===== config.mk =====
export PLATFORM = sky130hd
export DESIGN_NAME = vec_mem_sequencer
export DESIGN_NICKNAME = d
export VERILOG_FILES = /design/src/rtl/vec_mem_sequencer.sv
export SDC_FILE = /design/constraint.sdc
export NUM_CORES = 1
export LEC_CHECK = 0
export CAP_MARGIN = 30
export CORE_MARGIN = 2
export CORE_UTILIZATION = 51
export DETAILED_ROUTE_END_ITERATION = 6
export DONT_BUFFER_PORTS = 1
export PLACE_DENSITY = 0.67
export SLEW_MARGIN = 40
export SYNTH_ARGS = -nofsm -noshare
export SYNTH_HDL_FRONTEND = slang
export SYNTH_SLANG_ARGS = --single-unit

===== constraint.sdc =====
create_clock -name clk -period 5.68 [get_ports clk]
set_clock_uncertainty 0.15 [all_clocks]
set_input_delay 1.136 -clock clk [delete_from_list [all_inputs] [get_ports clk]]
set_output_delay 1.136 -clock clk [all_outputs]
set_load 0.005 [all_outputs]

===== src/rtl/vec_mem_sequencer.sv =====
//==============================================================================
// Module   : vec_mem_sequencer
// Purpose  : Sequences vector loads/stores (LANES elements) and single scalar
//            accesses onto a narrow ELEM_W-wide data RAM. Holds a pipeline
//            stall while a vector access is in flight and gathers load data
//            into a LANES*ELEM_W result vector.
// Optional : define VEC_MEM_STRIDE_EN to add the 'stride' input port (element
//            address step, latched with base_addr). Undefined: step is 1.
// Ports    : clk, rst (async, active-low)
//            vld_req/vst_req/sld_req/sst_req  - access requests (prio in order)
//            base_addr, st_vec, st_scalar, rd_in - request operands
//            stall                            - freeze upstream pipeline
//            mem_addr/mem_wdata/mem_wren/mem_rdata - RAM port
//            ld_vec/ld_rd/ld_valid            - load result to MEM/WB
//            req_err                          - sticky conflicting-request flag
// Revision : 1.0 - initial release
//==============================================================================
`default_nettype none

module vec_mem_sequencer #(
    parameter int ADDR_W  = 19,
    parameter int ELEM_W  = 16,
    parameter int LANES   = 16,
    parameter int MEM_LAT = 1
) (
    input  logic                      clk,
    input  logic                      rst,
    input  logic                      vld_req,
    input  logic                      vst_req,
    input  logic                      sld_req,
    input  logic                      sst_req,
    input  logic [ADDR_W-1:0]         base_addr,
`ifdef VEC_MEM_STRIDE_EN
    input  logic [ADDR_W-1:0]         stride,
`endif
    input  logic [LANES*ELEM_W-1:0]   st_vec,
    input  logic [ELEM_W-1:0]         st_scalar,
    input  logic [4:0]                rd_in,
    output logic                      stall,
    output logic [ADDR_W-1:0]         mem_addr,
    output logic [ELEM_W-1:0]         mem_wdata,
    output logic                      mem_wren,
    input  logic [ELEM_W-1:0]         mem_rdata,
    output logic [LANES*ELEM_W-1:0]   ld_vec,
    output logic [4:0]                ld_rd,
    output logic                      ld_valid,
    output logic                      req_err
);

    localparam int                IDX_W    = (LANES > 1) ? $clog2(LANES) : 1;
    localparam logic [IDX_W-1:0]  LAST_IDX = IDX_W'(LANES - 1);

    typedef enum logic [1:0] {
        S_IDLE  = 2'd0,
        S_LOAD  = 2'd1,
        S_DRAIN = 2'd2,
        S_STORE = 2'd3
    } state_e;

    state_e                     state_q, state_d;
    logic [IDX_W-1:0]           idx_q, idx_d;
    logic [ADDR_W-1:0]          base_q, base_d;
    logic [ADDR_W-1:0]          addr_q, addr_d;
    logic [LANES*ELEM_W-1:0]    st_vec_q, st_vec_d;
    logic [LANES*ELEM_W-1:0]    gather_q, gather_d;
    logic [LANES*ELEM_W-1:0]    ld_vec_q, ld_vec_d;
    logic [4:0]                 rd_q, rd_d;
    logic [4:0]                 ld_rd_q, ld_rd_d;
    logic                       scalar_q, scalar_d;
    logic                       ld_valid_q, ld_valid_d;
    logic                       req_err_q, req_err_d;

    // Read-issue tracking: one entry per outstanding RAM read, MEM_LAT deep.
    logic                       pipe_vld_q [MEM_LAT];
    logic [IDX_W-1:0]           pipe_idx_q [MEM_LAT];
    logic                       w_issue;
    logic [IDX_W-1:0]           w_issue_idx;
    logic                       w_cap_vld;
    logic [IDX_W-1:0]           w_cap_idx;

    logic                       w_any_req;
    logic                       w_multi_req;
    logic [ADDR_W-1:0]          w_elem_addr;

`ifdef VEC_MEM_STRIDE_EN
    logic [ADDR_W-1:0]          stride_q, stride_d;
    assign w_elem_addr = base_q + ADDR_W'(idx_q) * stride_q;
`else
    assign w_elem_addr = base_q + ADDR_W'(idx_q);
`endif

    assign w_any_req   = vld_req | vst_req | sld_req | sst_req;
    assign w_multi_req = (vld_req & (vst_req | sld_req | sst_req)) |
                         (vst_req & (sld_req | sst_req)) |
                         (sld_req & sst_req);

    assign w_cap_vld = pipe_vld_q[MEM_LAT-1];
    assign w_cap_idx = pipe_idx_q[MEM_LAT-1];

    assign ld_vec   = ld_vec_q;
    assign ld_rd    = ld_rd_q;
    assign ld_valid = ld_valid_q;
    assign req_err  = req_err_q;

    always_comb begin
        state_d    = state_q;
        idx_d      = idx_q;
        base_d     = base_q;
        addr_d     = addr_q;
        st_vec_d   = st_vec_q;
        rd_d       = rd_q;
        scalar_d   = scalar_q;
        ld_vec_d   = ld_vec_q;
        ld_rd_d    = ld_rd_q;
        ld_valid_d = 1'b0;
        req_err_d  = req_err_q;
`ifdef VEC_MEM_STRIDE_EN
        stride_d   = stride_q;
`endif
        stall       = 1'b0;
        mem_addr    = addr_q;
        mem_wdata   = '0;
        mem_wren    = 1'b0;
        w_issue     = 1'b0;
        w_issue_idx = '0;

        // Returning read data always lands in the gather buffer; ld_vec
        // itself only changes when a whole load completes.
        gather_d = gather_q;
        if (w_cap_vld && !scalar_q) begin
            gather_d[int'(w_cap_idx)*ELEM_W +: ELEM_W] = mem_rdata;
        end

        case (state_q)
            S_IDLE: begin
                // The combinational request paths are gated with rst so that
                // all outputs sit at their reset values while rst is low.
                if (rst) begin
                    if (w_multi_req) begin
                        req_err_d = 1'b1;
                    end
                    if (vld_req) begin
                        base_d      = base_addr;
                        rd_d        = rd_in;
                        scalar_d    = 1'b0;
`ifdef VEC_MEM_STRIDE_EN
                        stride_d    = stride;
`endif
                        // Lane 0 is issued straight from the request inputs.
                        mem_addr    = base_addr;
                        addr_d      = base_addr;
                        stall       = 1'b1;
                        w_issue     = 1'b1;
                        w_issue_idx = '0;
                        idx_d       = IDX_W'(1);
                        state_d     = S_LOAD;
                    end else if (vst_req) begin
                        base_d      = base_addr;
                        st_vec_d    = st_vec;
`ifdef VEC_MEM_STRIDE_EN
                        stride_d    = stride;
`endif
                        mem_addr    = base_addr;
                        addr_d      = base_addr;
                        mem_wdata   = st_vec[ELEM_W-1:0];
                        mem_wren    = 1'b1;
                        stall       = 1'b1;
                        idx_d       = IDX_W'(1);
                        state_d     = S_STORE;
                    end else if (sld_req) begin
                        rd_d        = rd_in;
                        scalar_d    = 1'b1;
                        mem_addr    = base_addr;
                        addr_d      = base_addr;
                        w_issue     = 1'b1;
                        w_issue_idx = '0;
                        state_d     = S_DRAIN;
                    end else if (sst_req) begin
                        mem_addr    = base_addr;
                        addr_d      = base_addr;
                        mem_wdata   = st_scalar;
                        mem_wren    = 1'b1;
                    end
                end
            end

            S_LOAD: begin
                stall       = 1'b1;
                mem_addr    = w_elem_addr;
                addr_d      = w_elem_addr;
                w_issue     = 1'b1;
                w_issue_idx = idx_q;
                if (w_any_req) begin
                    req_err_d = 1'b1;
                end
                if (idx_q == LAST_IDX) begin
                    idx_d   = '0;
                    state_d = S_DRAIN;
                end else begin
                    idx_d   = idx_q + IDX_W'(1);
                end
            end

            S_DRAIN: begin
                // Stall stays high through the final capture cycle.
                stall = 1'b1;
                if (w_any_req) begin
                    req_err_d = 1'b1;
                end
                if (w_cap_vld && (scalar_q || (w_cap_idx == LAST_IDX))) begin
                    if (scalar_q) begin
                        ld_vec_d                 = '0;
                        ld_vec_d[ELEM_W-1:0]     = mem_rdata;
                    end else begin
                        ld_vec_d                 = gather_d;
                    end
                    ld_rd_d    = rd_q;
                    ld_valid_d = 1'b1;
                    state_d    = S_IDLE;
                end
            end

            S_STORE: begin
                mem_addr  = w_elem_addr;
                addr_d    = w_elem_addr;
                mem_wdata = st_vec_q[int'(idx_q)*ELEM_W +: ELEM_W];
                mem_wren  = 1'b1;
                // Upstream is released during the last write so the next
                // request can be presented in the following cycle.
                stall     = (idx_q != LAST_IDX);
                if (w_any_req) begin
                    req_err_d = 1'b1;
                end
                if (idx_q == LAST_IDX) begin
                    idx_d   = '0;
                    state_d = S_IDLE;
                end else begin
                    idx_d   = idx_q + IDX_W'(1);
                end
            end

            default: begin
                state_d = S_IDLE;
            end
        endcase
    end

    always_ff @(posedge clk or negedge rst) begin
        if (!rst) begin
            state_q    <= S_IDLE;
            idx_q      <= '0;
            base_q     <= '0;
            addr_q     <= '0;
            st_vec_q   <= '0;
            gather_q   <= '0;
            ld_vec_q   <= '0;
            rd_q       <= '0;
            ld_rd_q    <= '0;
            scalar_q   <= 1'b0;
            ld_valid_q <= 1'b0;
            req_err_q  <= 1'b0;
`ifdef VEC_MEM_STRIDE_EN
            stride_q   <= '0;
`endif
            for (int k = 0; k < MEM_LAT; k++) begin
                pipe_vld_q[k] <= 1'b0;
                pipe_idx_q[k] <= '0;
            end
        end else begin
            state_q    <= state_d;
            idx_q      <= idx_d;
            base_q     <= base_d;
            addr_q     <= addr_d;
            st_vec_q   <= st_vec_d;
            gather_q   <= gather_d;
            ld_vec_q   <= ld_vec_d;
            rd_q       <= rd_d;
            ld_rd_q    <= ld_rd_d;
            scalar_q   <= scalar_d;
            ld_valid_q <= ld_valid_d;
            req_err_q  <= req_err_d;
`ifdef VEC_MEM_STRIDE_EN
            stride_q   <= stride_d;
`endif
            pipe_vld_q[0] <= w_issue;
            pipe_idx_q[0] <= w_issue_idx;
            for (int k = 1; k < MEM_LAT; k++) begin
                pipe_vld_q[k] <= pipe_vld_q[k-1];
                pipe_idx_q[k] <= pipe_idx_q[k-1];
            end
        end
    end

endmodule

`default_nettype wire


**Yosys cells after proc, flatten, opt, wreduce, memory -nomap -nowiden**

Index checks and enable logic that the tools add are counted.

- Register bits: 830
- Input port bits: 318
- Output and inout port bits: 300
- Logic and storage cells: 123

- Add/sub/neg operators: 3
- Eq/ne operators: 15
- Shift operators: 3
- Multiplexer cells: 58
- Bitwise gates (word level): 12
- Reduce and logical (&&, ||, !) cells: 18

Operators with widths:

| kind | count |
|---|---|
| $mux W256 | 2 |
| $bwmux W256 | 1 |
| $shift A16 B33 Y256 const A | 1 |
| $shiftx A16 B33 Y256 | 1 |
| $shiftx A256 B9 Y16 | 1 |
| $mux W19 | 7 |
| $mux W16 | 5 |
| $pmux W19 S2 | 1 |
| $neg A8 Y33 | 1 |
| $pmux W16 S2 | 1 |
| $mux W1 | 20 |
| $mux W4 | 5 |
| $add A19 B4 Y19 | 1 |
| $mux W5 | 3 |
| $mux W2 | 7 |
| $ne A2 B2 Y1 const B | 6 |
| $reduce_and A3 Y1 | 3 |
| $eq A4 B4 Y1 const B | 2 |
| $ne A4 B4 Y1 const B | 2 |
| $or A1 B1 Y1 | 8 |
| $pmux W2 S4 | 1 |
| $pmux W4 S2 | 1 |
| $reduce_and A4 Y1 | 2 |
| $pmux W1 S2 | 3 |
| 17 further kinds | 24 |

**Depth between registers and ports, before layout**

Gate-level depths: netlist of the first run.

- Word-level depth: 8
- Mapped depth: 10
- Mapped depth without buffers: 8

**Least setup slack after synthesis of the first run**

OpenSTA, ideal clock, no wires.

- Kind: input -> output
- From: in vst_req
- To: out mem_addr[10]
- Arrival: 2.559 ns
- Data required time: 4.394 ns
- Path slack: 1.835 ns
- Cell stages on the path: 7
- Path buffers: 2
- Path through: clkbuf_1 o41ai_2 nor2_1 clkbuf_1 a22o_1 a22oi_1 o21ai_0

- Word-level cells in the longest chain between the ends: 4

RTL lines:

| element | RTL line | text |
|---|---|---|
| start, declared | 29 | `input logic vst_req,` |
| $mux W19 | 157 | `end else if (vst_req) begin` |
| $mux W19 | n/a |  |
| $mux W19 | 138 | `if (rst) begin` |
| $pmux W19 S2 | n/a |  |
| end, declared | 40 | `output logic [ADDR_W-1:0] mem_addr,` |

No other way between the ends.

**Final worst setup path of the first run**

- From: in rst
- To: out mem_wdata[13]

- Word-level cells in the longest chain between the ends: 2

RTL lines:

| element | RTL line | text |
|---|---|---|
| start, declared | 27 | `input logic rst,` |
| $mux W16 | 138 |  |
| $pmux W16 S2 | 134 | `case (state_q)` |
| end, declared | 41 | `output logic [ELEM_W-1:0] mem_wdata,` |

No other way between the ends.

==> impl_metrics.env, run 1 <==
export IMPL_status="completed"
export IMPL_yosysTopAreaCellShare_pct=57.5
export IMPL_worstHoldPathType="in2async"
export IMPL_clkTransAtPathRegs_ns=0.06
export IMPL_timing_final_crit_share_pct=95.9
export IMPL_peakVddDrop_mv=0.294
export IMPL_clock_sinks=830
export IMPL_grt_pass1_vias=26036
export IMPL_ys_ff_latch=830
export IMPL_vias=27480
export IMPL_grtUsageTotal_pct=29.8
export IMPL_core_sq_um=70000
export IMPL_viasPerCell=5.97
export IMPL_arrival_ns=4.16
export IMPL_drt_wirelength_per_cell_um=24.1
export IMPL_die_w_um=270
export IMPL_cts_root_buffer="clkbuf_16"
export IMPL_ctsHoldBuffers=0
export IMPL_dieArea_sq_um=73000
export IMPL_slew_limit_headroom_pct=38.7
export IMPL_postSynthCellCount=3734
export IMPL_synth_main_ff_cell="dfrtp_1"
export IMPL_max_slew_worst_pin_slew_ns=0.919
export IMPL_path_class="in2out"
export IMPL_finalSetupViolations=0
export IMPL_slew_viol_final=0
export IMPL_cap_violations=0
export IMPL_cts_setup_buffers=0
export IMPL_drc=0
export IMPL_min_period_ns=5.45
export IMPL_grt_first_pass_wirelength_um=166000
export IMPL_dp_cells=4435
export IMPL_die_h_um=270
export IMPL_final_antenna_net_count=0
export IMPL_fin_tns_setup_ns=0
export IMPL_syn_area_sq_um=36100
export IMPL_r2r_cells=9
export IMPL_grt_overflow_total=0
export IMPL_whs_ns=0.0508
export IMPL_fill_cells=6179
export IMPL_timing_rr_end="ld_vec[168]"
export IMPL_yosys_warnings=0
export IMPL_row_count=97
export IMPL_cts_max_level=3
export IMPL_hold_violations=0
export IMPL_clk_path_buf_depth=3
export IMPL_final_util_pct=56.8
export IMPL_reg2reg_from="pipe_idx_q[0]"
export IMPL_area_delta_synth_final_pct=10.1
export IMPL_drt_wl_total_um=111000
export IMPL_dr_pass1_iters=5
export IMPL_worstPathRequired_ns=4.39
export IMPL_worst_skew_pair_late_latency_ns=0.64
export IMPL_fin_nets=3926
export IMPL_synth_fp_nets=4065
export IMPL_yosysUniqueCellTypes=61
export IMPL_yosys_top_cells_count="nand2_1, dfrtp_1, o21ai_0"
export IMPL_tritoncts="yes"
export IMPL_place_ws_ns=1.30
export IMPL_pwr_density_cell_nw_per_um2=503
export IMPL_synth_edf_count=0
export IMPL_grt_max_degree=838
export IMPL_p_leak_nw=18.6
export IMPL_yosys_area_top_type="dfrtp_1"
export IMPL_ys_seq_area_share_pct=57.5
export IMPL_drive_gt1_share_pct=8.39
export IMPL_cts_repair_resized=0
export IMPL_rsz0062_at_grt="no"
export IMPL_cp_start_kind="input pin"
export IMPL_numCtsBuffers=88
export IMPL_syn_area_per_cell_sq_um=9.68
export IMPL_layoutNonFillerInstCount=4602
export IMPL_setup_slack_ns=0.233
export IMPL_rrSetupSlack_ns=1.71
export IMPL_async_flop_share_pct=100
export IMPL_dp_hpwl_um=73700
export IMPL_pin_count=618
export IMPL_port_buffer_count=0
export IMPL_max_freq_ghz=0.184
export IMPL_start_util_pct=51.6
export IMPL_antenna_found_initial=5
export IMPL_synth_most_common_cell="nand2_1"
export IMPL_end_kind="primary output"
export IMPL_gp_congestion=0.948
export IMPL_drt_iter0_drc=2718
export IMPL_synthTopCellsByArea="dfrtp_1, nand2_1, o21ai_0, nand3_1, o311ai_0"
export IMPL_path_max_fanout=116
## critical path: stages
cell	delay [ns]
buf_16	0.34
buf_16	0.37
buf_16	0.48
and2_1	0.26
and3_1	0.67
a22oi_1	0.17
o22a_1	0.23
o21ai_0	0.24
## sequential cells by signal (all words and copies together) (netlist names)
| register | cells |
|---|---|
| addr_q | 19 |
| state_q | 2 |
| ld_rd | 5 |
| req_err | 1 |
| st_vec_q | 256 |
| pipe_idx_q | 4 |
| rd_q | 5 |
| ld_valid | 1 |
| ld_vec | 256 |
| gather_q | 256 |
| pipe_vld_q | 1 |
| idx_q | 4 |
| base_q | 19 |
| scalar_q | 1 |
## stage by stage
stage / power [mW] / cell area (sq um)
after CTS: 20.0 / 39500
after global routing: 21.1 / 39800
after detailed placement: 14.3 / 36700
after global placement: 14.2 / 36600
after floorplan: 12.3 / 36100
final: 20.0 / 39800
## per-layer routing
metal  share of wire [%]  global-route usage, %  vias to the layer above
met2                  49                   49.2                     1082
met1                  38                   37.3                    13593
met5                   0                      0                        -
met3                 8.7                   8.30                      225
li1                    -                      -                    12580
met4                 4.0                   11.5                        0
## final cells by class
type | count | area [sq um] | share of cell area (%)
inverter | 31 | 116 | 0.292
antenna | 4 | 10.0 | 0.0252
timing repair buffer | 60 | 731 | 1.84
multi-input combinational | 2584 | 14100 | 35.5
tap | 940 | 1180 | 2.96
sequential | 830 | 20800 | 52.2
clock inverter | 22 | 220 | 0.553
clock buffer | 131 | 2620 | 6.58
## worst max path at each step
| stage | from | end | slack (ns) | cells past startpoint |
|---|---|---|---|---|
| CTS | idx_q[0] | mem_addr[16] | 0.69 | 8 |
| global route | rst | mem_wdata[7] | 0.01 | 7 |
| detailed placement | rst | mem_addr[16] | 1.30 | 6 |
| floorplan | vst_req | mem_addr[10] | 1.83 | 7 |
| finish | rst | mem_wdata[13] | 0.23 | 8 |
| global placement | idx_q[0] | mem_addr[16] | 1.42 | 8 |
## report_power, final
group | internal, mW | switching (mW)
registers | 7.87 | 1.75
logic | 1.92 | 2.79
clock network | 3.28 | 2.41
total | 13.1 | 6.95
## kinds of logic after synthesis
| group | count (synthesis) | share of synthesized area, % |
|---|---|---|
| and+or+nand+nor | 1747 | 19.9 |
| DFF | 830 | 57.5 |
| AOI/OAI and AO/OA | 665 | 12.5 |
| buffers and inverters | 320 | 3.59 |
| muxes | 141 | 5.55 |
| xor gates and xnor gates | 17 | 0.412 |
| adders and majority gates | 14 | 0.499 |
## cell usage in the layout, fill, tap and decap left out, types with 10 or more instances in the layout
| cell | synthesis | routed |
|---|---|---|
| nand2_1 | 1364 | 1362 |
| dfrtp_1 | 830 | 828 |
| o21ai_0 | 325 | 325 |
| nand3_1 | 250 | 246 |
| o311ai_0 | 141 | 141 |
| clkbuf_16 | 0 | 94 |
| mux2i_1 | 72 | 72 |
| mux4_2 | 45 | 45 |
| a22oi_1 | 43 | 43 |
| buf_4 | 5 | 40 |
| a32oi_1 | 33 | 33 |
| o211ai_1 | 33 | 33 |
| inv_1 | 30 | 30 |
| mux2_2 | 24 | 24 |
| nand3b_1 | 21 | 21 |
| clkbuf_8 | 0 | 21 |
| clkbuf_1 | 199 | 20 |
| nor2_1 | 22 | 19 |
| o221a_2 | 16 | 16 |
| xor2_1 | 15 | 15 |
| a22o_1 | 15 | 15 |
| or3_1 | 15 | 15 |
| and3_1 | 15 | 14 |
| o221ai_1 | 14 | 14 |
| nor2b_1 | 17 | 13 |
| ha_1 | 12 | 12 |
| clkinv_2 | 0 | 12 |
| a21oi_1 | 11 | 11 |
| a221oi_1 | 10 | 10 |
No activity file was read; power rests on OpenSTA's default activity.
==> run 2, diff against run 1 <==
--- a/config.mk
+++ b/config.mk
@@ -6,11 +6,12 @@
 export NUM_CORES = 1
 export LEC_CHECK = 0
 export CAP_MARGIN = 30
-export CORE_MARGIN = 2
 export CORE_UTILIZATION = 51
 export DETAILED_ROUTE_END_ITERATION = 6
 export DONT_BUFFER_PORTS = 1
+export HOLD_SLACK_MARGIN = 0.06
 export PLACE_DENSITY = 0.67
+export RECOVER_POWER = 100
 export SLEW_MARGIN = 40
 export SYNTH_ARGS = -nofsm -noshare
 export SYNTH_HDL_FRONTEND = slang
==> impl_metrics.env, run 2 (synthesized netlist as in run 1, its figures left out) <==
export IMPL_start_util_pct=51.6
export IMPL_antenna_found_initial=7
export IMPL_final_antenna_net_count=0
export IMPL_port_buffer_count=0
export IMPL_path_cells="buf_16, buf_16, buf_16, o41ai_1, buf_4, nor2_1, a22o_1, a22oi_1, o21ai_0"
export IMPL_drc=0
export IMPL_min_period_ns=5.42
export IMPL_drt_wirelength_per_cell_um=23.6
export IMPL_cts_max_level=3
export IMPL_rrSetupSlack_ns=0.49
export IMPL_rsz0062_at_grt="no"
export IMPL_grtUsageTotal_pct=29.8
export IMPL_slew_limit_headroom_pct=-182
export IMPL_numCtsBuffers=88
export IMPL_die_w_um=268
export IMPL_drive_gt1_share_pct=7.94
export IMPL_drt_iter0_drc=2639
export IMPL_die_h_um=268
export IMPL_p_sw_mw=6.88
export IMPL_slowest_delay_ns=0.66
export IMPL_dr_pass1_iters=7
export IMPL_final_common_cell="nand2_1"
export IMPL_worstHoldPathType="in2async"
export IMPL_r2r_cells=9
export IMPL_clock_sinks=830
export IMPL_crit_family="buffers and inverters"
export IMPL_grt_first_pass_wirelength_um=162000
export IMPL_dp_hpwl_um=72200
export IMPL_status="finished with violations"
export IMPL_cts_setup_buffers=0
export IMPL_crit_slowest_cell="nor2_1"
export IMPL_p_leak_nw=18.5
export IMPL_grt_max_degree=740
export IMPL_grt_pass1_vias=25772
export IMPL_slew_viol_final=1073
export IMPL_cts_root_buffer="clkbuf_16"
export IMPL_pin_count=618
export IMPL_cp_start_kind="input pin"
export IMPL_hold_violations=0
export IMPL_grt_overflow_total=0
export IMPL_worst_skew_pair_late_latency_ns=0.64
export IMPL_clock_power_share_pct=29.1
export IMPL_max_slew_worst_pin_slew_ns=4.23
export IMPL_finalSetupViolations=0
export IMPL_tritoncts="yes"
export IMPL_fin_nets=3927
export IMPL_reg2reg_from="pipe_idx_q[0]"
export IMPL_placed_area_sq_um=36700
export IMPL_p_int_mw=13.2
export IMPL_cap_violations=16
export IMPL_critPathMostFrequentCell="buf_16"
export IMPL_max_freq_ghz=0.185
export IMPL_p_seq_share_pct=48.3
export IMPL_viasPerCell=5.90
export IMPL_drt_wl_total_um=109000
export IMPL_area_delta_synth_final_pct=9.75
export IMPL_vias=27181
export IMPL_path_buf_inv=4
export IMPL_worstPathRequired_ns=4.39
export IMPL_dieArea_sq_um=71900
export IMPL_row_count=97
export IMPL_violations="capacitance limit, slew limit"
export IMPL_p_sw_share_pct=34.3
export IMPL_arrival_ns=4.13
export IMPL_path_max_fanout=122
export IMPL_clkTransAtPathRegs_ns=0.06
export IMPL_fin_tns_setup_ns=0
export IMPL_path_class="in2out"
export IMPL_timing_final_crit_share_pct=95.4
export IMPL_core_sq_um=70000
export IMPL_postLayoutCellArea_sq_um=39600
export IMPL_gp_congestion=0.873
export IMPL_layout_common_cells="nand2_1, dfrtp_1, o21ai_0"
export IMPL_clk_path_buf_depth=3
export IMPL_end_kind="primary output"
export IMPL_pwr_density_cell_nw_per_um2=505
export IMPL_peakVddDrop_mv=0.371
export IMPL_timing_rr_end="ld_vec[108]"
export IMPL_pwr_share_comb_pct=22.6
[run 2: cell count changes in the layout (fill, tap and decap cells not counted), sizes merged]
cell | previous run | this run
dlygate4sd3 | 0 | 1
clkbuf | 135 | 152
bufinv | 2 | 6
clkinvlp | 2 | 6
clkinv | 14 | 13
buf | 56 | 36
[run 2: per-layer routing]
metal | share of wire [%] | vias up | routed length [um] | global-route usage [%]
li1 | - | 12582 | - | -
met1 | 38 | 13379 | 41400 | 37.0
met2 | 49 | 987 | 53100 | 48.6
met3 | 8.3 | 229 | 9000 | 7.79
met4 | 4.7 | 4 | 5150 | 14.3
met5 | 0.029 | - | 32 | 0
[run 2: what timing repair did]
action	CTS	global route
resized for setup	0	1
hold endpoints to repair	99	7
hold buffers	1	1
setup endpoints to repair	0	36
[run 2: power by group through the flow]
stage,Combinational (mW),Sequential [mW],Clock (mW)
detailed placement,4.42,9.75,0
floorplan,3.42,8.87,0
global route,5.07,9.88,6.16
CTS,4.45,9.67,5.93
finish,4.52,9.68,5.84
global placement,4.27,9.74,0
[run 2: worst register-to-register path, delay by kind of cell, from the launching register on]
family | cells | cell delay [ns]
compound gates | 1 | 0.12
flops | 1 | 0.67
simple gates | 3 | 0.63
buf+inv | 4 | 2.55
fa+ha+maj | 1 | 0.89
[run 2: worst max-delay path by stage]
stage / from / endpoint / slack, ns / cells after the start
final: rst / mem_addr[16] / 0.26 / 9
after global routing: pipe_idx_q[0] / ld_vec[105] / 0.03 / 9
after CTS: idx_q[0] / mem_addr[6] / 0.67 / 8
after detailed placement: rst / mem_wdata[13] / 1.29 / 5
after global placement: idx_q[0] / mem_addr[6] / 1.39 / 8
after floorplan: vst_req / mem_addr[10] / 1.83 / 7
[run 2: layout make-up]
cell class | instances | area [sq um]
diodes | 4 | 10.0
clock buffers | 128 | 2540
clock inverters | 29 | 382
fillers | 6128 | 30400
inverters | 31 | 116
multi-input cells | 2584 | 14100
flip-flops and latches | 830 | 20800
well taps | 940 | 1180
repair buffers | 61 | 561
[run 2: metrics by stage]
stage	std cells	total power, mW	util (%)	hold WS, ns	setup slack, ns
floorplan	3734	12.3	-	0.283	1.83
global placement	4432	14.0	52.2	0.288	1.39
detailed placement	4436	14.2	52.4	0.307	1.29
CTS	4594	20.0	56.6	0.0749	0.675
global route	4606	21.1	56.6	0.279	0.0339
finish	4607	20.0	56.6	0.264	0.262
